File: src/rtl/button_pulser.sv
// button_pulser: synchronises, debounces and edge-strobes bouncy push-button and switch inputs
module button_pulser #(
  parameter int WIDTH = 5,
  parameter int DEBOUNCE_CYCLES = 10,
  parameter logic [WIDTH-1:0] EDGE_MASK = 5'b10000
) (
  input  logic             clk,
  input  logic             reset,
  input  logic [WIDTH-1:0] btn_raw,
  output logic [WIDTH-1:0] pulse,
  output logic [WIDTH-1:0] level,
  output logic             ready
);
  localparam int CW = $clog2(DEBOUNCE_CYCLES);
  localparam logic [CW-1:0] LAST = CW'(DEBOUNCE_CYCLES - 1);
  typedef enum logic [2:0] {INIT, IDLE, CONFIRM_PRESS, HELD, CONFIRM_RELEASE} state_t;
  state_t state [WIDTH];
  state_t state_n [WIDTH];
  logic [CW-1:0] cnt [WIDTH];
  logic [CW-1:0] cnt_n [WIDTH];
  logic [WIDTH-1:0] s1, s2, tracked, tracked_n, level_n, pulse_n, not_init;
  always_ff @(posedge clk or posedge reset) begin
    if (reset) begin
      s1 <= '0;
      s2 <= '0;
      tracked <= '0;
      level <= '0;
      pulse <= '0;
      ready <= 1'b0;
      for (int k = 0; k < WIDTH; k++) begin
        state[k] <= INIT;
        cnt[k] <= '0;
      end
    end else begin
      s1 <= btn_raw;
      s2 <= s1;
      tracked <= tracked_n;
      level <= level_n;
      pulse <= pulse_n;
      ready <= &not_init;
      for (int k = 0; k < WIDTH; k++) begin
        state[k] <= state_n[k];
        cnt[k] <= cnt_n[k];
      end
    end
  end
  // INIT learns the level present at reset and settles silently, so held inputs never strobe
  always_comb begin
    tracked_n = tracked;
    level_n = level;
    pulse_n = '0;
    not_init = '0;
    for (int k = 0; k < WIDTH; k++) begin
      state_n[k] = state[k];
      cnt_n[k] = cnt[k];
      case (state[k])
        INIT:
          if (s2[k] != tracked[k]) begin
            tracked_n[k] = s2[k];
            cnt_n[k] = CW'(1);
          end else if (cnt[k] == LAST) begin
            state_n[k] = tracked[k] ? HELD : IDLE;
            level_n[k] = tracked[k];
            cnt_n[k] = '0;
          end else cnt_n[k] = cnt[k] + 1'b1;
        IDLE:
          if (s2[k]) begin
            state_n[k] = CONFIRM_PRESS;
            cnt_n[k] = CW'(1);
          end
        CONFIRM_PRESS:
          if (!s2[k]) begin
            state_n[k] = IDLE;
            cnt_n[k] = '0;
          end else if (cnt[k] == LAST) begin
            state_n[k] = HELD;
            level_n[k] = 1'b1;
            pulse_n[k] = 1'b1;
            cnt_n[k] = '0;
          end else cnt_n[k] = cnt[k] + 1'b1;
        HELD:
          if (!s2[k]) begin
            state_n[k] = CONFIRM_RELEASE;
            cnt_n[k] = CW'(1);
          end
        CONFIRM_RELEASE:
          if (s2[k]) begin
            state_n[k] = HELD;
            cnt_n[k] = '0;
          end else if (cnt[k] == LAST) begin
            state_n[k] = IDLE;
            level_n[k] = 1'b0;
            pulse_n[k] = EDGE_MASK[k];
            cnt_n[k] = '0;
          end else cnt_n[k] = cnt[k] + 1'b1;
        default: begin
          state_n[k] = INIT;
          cnt_n[k] = '0;
        end
      endcase
      not_init[k] = state_n[k] != INIT;
    end
  end
endmodule

File: config.mk
export PLATFORM = sky130hd
export DESIGN_NAME = button_pulser
export DESIGN_NICKNAME = d
export VERILOG_FILES = /design/src/rtl/button_pulser.sv
export SDC_FILE = /design/constraint.sdc
export NUM_CORES = 1
export LEC_CHECK = 0
export CORE_MARGIN = 2
export CORE_UTILIZATION = 45
export DETAILED_ROUTE_END_ITERATION = 10
export GPL_ROUTABILITY_DRIVEN = 0
export PLACE_DENSITY = 0.71
export SYNTH_ARGS = -nofsm -noshare
export SYNTH_HDL_FRONTEND = slang
export SYNTH_SLANG_ARGS = --single-unit
File: constraint.sdc
create_clock -name clk -period 2.5 [get_ports clk]
set_input_delay 0.75 -clock clk [delete_from_list [all_inputs] [get_ports clk]]
set_output_delay 0.75 -clock clk [all_outputs]
set_load 0.1 [all_outputs]
==> impl_metrics.json <==
{
  "antenna_found_initial": 0,
  "crit_path_start": "level[0]",
  "worst_pin_slew_ps": 527,
  "r2r_cells": 4,
  "cts_tree": "done",
  "endpoint": "level[0]",
  "cts.clk_slew.worst_paths_ps": 70,
  "nNetsFinal": 425,
  "yosys_warnings": 0,
  "pwr-share-clk_pct": 20.4,
  "clockBufferDepth": 2,
  "syn_inst": 405,
  "power_switching_mw": 1.83,
  "fin_worst_skew_ps": 8.65,
  "switching_share_pct": 42.3,
  "total_power_mw": 4.31,
  "hold_viol": 0,
  "grt_pass1_vias": 2823,
  "via_per_inst": 5.67,
  "firstDrtPassIters": 5,
  "cp_slowest_cell": "dfrtp_1",
  "critPathLaunchType": "flip-flop",
  "synth_ff_type": "dfrtp_1",
  "min_period_ps": 1730,
  "cap_viol_max_count": 0,
  "io_buffers": 17,
  "yosysUniqueCellTypes": 62,
  "cp_slowest_stage_delay_ps": 350,
  "ys_ff_latch": 61,
  "via_count": 2915,
  "drc": 0,
  "first_iter_violations": 145,
  "die_w_um": 94.1,
  "tns_ps": 0,
  "cts_resized": 0,
  "peakVddDrop_uv": 466,
  "cts_inserted_buffers": 9,
  "cp_num_buf_inv": 1,
  "reg2reg_to": "cnt[11]",
  "worstReg2RegStart": "state[7]",
  "drive_above_1_share_pct": 11.4,
  "cp_max_fo": 2,
  "multiInputGateArea_mm2": 0.00191,
  "netlist_area_mm2": 0.00365,
  "die_area_mm2": 0.00885,
  "postCtsHoldBufs": 0,
  "fillCellCount": 738,
  "required_ps": 1750,
  "power_density_mw_per_mm2": 1080,
  "grt-ovfl-total": 0,
  "place_hpwl_um": 4760,
  "hold_path.class": "flip-flop to flip-flop",
  "insertion_delay_ps": 340,
  "ys_seq_area_share_pct": 41.8,
  "htreeDepth": 3,
  "cp.arrival_ps": 980,
  "cts-root-buf": "clkbuf_8",
  "synth_edf_count": 0,
  "cp_top_family": "flip-flops",
  "drv_slew": 0,
  "grt_max_degree": 36,
  "seq_power_share_pct": 41.1,
  "end_kind": "output pin",
  "ff_latch_area_mm2": 0.00153,
  "fp-row-count": 32,
  "fmax_ghz": 0.579,
  "crit_chain": "buf_4",
  "antenna-diode-count": 0,
  "syn_to_final_growth_pct": 9.53,
  "syn_area_per_cell_um2": 9.01,
  "rsz0062_at_grt": "false",
  "p_int_mw": 2.49,
  "cp_num_cells": 1,
  "timing.slew.headroom_pct": 64.9,
  "finalSetupViolCount": 0,
  "die_h_um": 94.1,
  "pwr-share-comb_pct": 38.5,
  "initial_utilization_pct": 46.8,
  "post_cts_buffers": 0,
  "rrSetupSlack_ps": 790,
  "core_area_mm2": 0.00781,
  "grt_pass1_wl_um": 12400,
  "clock-sinks": 61,
  "async_flop_share_pct": 100,
  "io_pins": 18,
  "drtAntennaViolNets": 0,
  "syn_nets": 422,
  "finalCritPeriodShare_pct": 69.1,
  "wl_per_cell_um": 13.7,
  "crit_type": "flip-flop to output pin",
  "dpl_cell_area_mm2": 0.00380,
  "stdcell_area_mm2": 0.00400,
  "drt_wl_total_um": 7060,
  "track_usage_pct": 17.6,
  "status": "completed",
  "power_leakage_nw": 1.69
}
==> synth_stat cells (3+ instances only) <==
cell type / number / area [um2]
nor2b_1: 16 / 100
nor4_1: 3 / 18.8
a211oi_1: 3 / 22.5
dfrtp_1: 61 / 1530
xnor2_1: 4 / 35.0
nor3_1: 16 / 80.1
nand3_1: 12 / 60.1
buf_2: 15 / 75.1
xor2_1: 8 / 70.1
a31oi_1: 6 / 37.5
and3_1: 5 / 31.3
a21oi_1: 27 / 135
o21ai_0: 37 / 185
o22ai_1: 4 / 25.0
clkbuf_1: 8 / 30.0
a32oi_1: 4 / 35.0
nand2_1: 24 / 90.1
ha_1: 10 / 125
nor2_1: 33 / 124
nand4_1: 4 / 25.0
nand2b_1: 11 / 68.8
mux2_2: 7 / 78.8
nand3b_1: 9 / 67.6
inv_1: 20 / 75.1
mux2i_1: 3 / 30.0
and3b_1: 5 / 43.8
==> layout make-up <==
type                            instances  area share, %
Inverter                               20           1.88
Sequential cell                        61           38.2
Tap cell                              102           3.19
Clock inverter                          4           1.19
Clock buffer                           11           3.79
Timing Repair Buffer                   19           3.94
Multi-Input combinational cell        297           47.8
==> cell families after synthesis <==
family	after synthesis	synth area share, %
AND/OR/NAND/NOR	154	22.7
XOR/XNOR	12	2.88
multiplexers	13	4.01
adder cells (fa/ha/maj)	10	3.43
flip-flops	61	41.8
buffers and inverters	47	5.79
AO/OA/AOI/OAI	108	19.4
==> sequential cells by signal, indices dropped and copies added, names as in the netlist <==
register	cells
pulse	5
state	15
level	5
cnt	20
ready	1
s2	5
tracked	5
s1	5
==> cell usage in the layout (no fill, tap or decap), types with 10 or more instances in the layout <==
| cell | synthesis | final |
|---|---|---|
| inv_1 | 20 | 19 |
| clkbuf_8 | 0 | 11 |
| o21ai_0 | 37 | 37 |
| nor3_1 | 16 | 16 |
| nor2_1 | 33 | 33 |
| nor2b_1 | 16 | 16 |
| a21oi_1 | 27 | 27 |
| ha_1 | 10 | 10 |
| nand3_1 | 12 | 12 |
| buf_4 | 2 | 13 |
| dfrtp_1 | 61 | 61 |
| nand2b_1 | 11 | 11 |
| nand2_1 | 24 | 24 |
==> power groups by stage <==
stage / Combinational [mW] / Sequential, mW / Clock [mW]
2_1_floorplan: 1.56 / 1.57 / 0
3_3_place_gp: 1.62 / 1.75 / 0
3_5_place_dp: 1.66 / 1.78 / 0
4_1_cts: 1.67 / 1.76 / 0.916
5_1_grt: 1.91 / 1.83 / 0.955
6_report: 1.66 / 1.77 / 0.878
==> layer usage <==
| metal | up-vias | share of wire [%] | wire, um | track usage, % |
|---|---|---|---|---|
| met2 | 48 | 48 | 3410 | 28.8 |
| li1 | 1453 | - | - | - |
| met3 | 9 | 3.3 | 235 | 5.46 |
| met4 | 0 | 1.1 | 80 | 5.68 |
| met5 | - | 0 | 0 | 0 |
| met1 | 1405 | 47 | 3330 | 22.1 |
==> metrics by stage <==
stage / util [%] / setup slack, ps / hold slack (ps) / cells
after floorplan: - / 237 / 331 / 405
after global placement: 48.7 / 877 / 331 / 499
after detailed placement: 48.7 / 783 / 336 / 499
after CTS: 51.2 / 749 / 352 / 514
after global routing: 51.2 / 596 / 357 / 514
final: 51.2 / 772 / 348 / 514
==> how the worst min path moves through the flow <==
stage          start     to  slack [ps]  cells past startpoint
3_5_place_dp   s1[2]  s2[2]         340                      0
2_1_floorplan  s1[0]  s2[0]         330                      0
6_report       s1[2]  s2[2]         350                      0
4_1_cts        s1[2]  s2[2]         350                      0
5_1_grt        s1[0]  s2[0]         360                      0
3_3_place_gp   s1[2]  s2[2]         330                      0
Power figures use the tool's default switching activity.
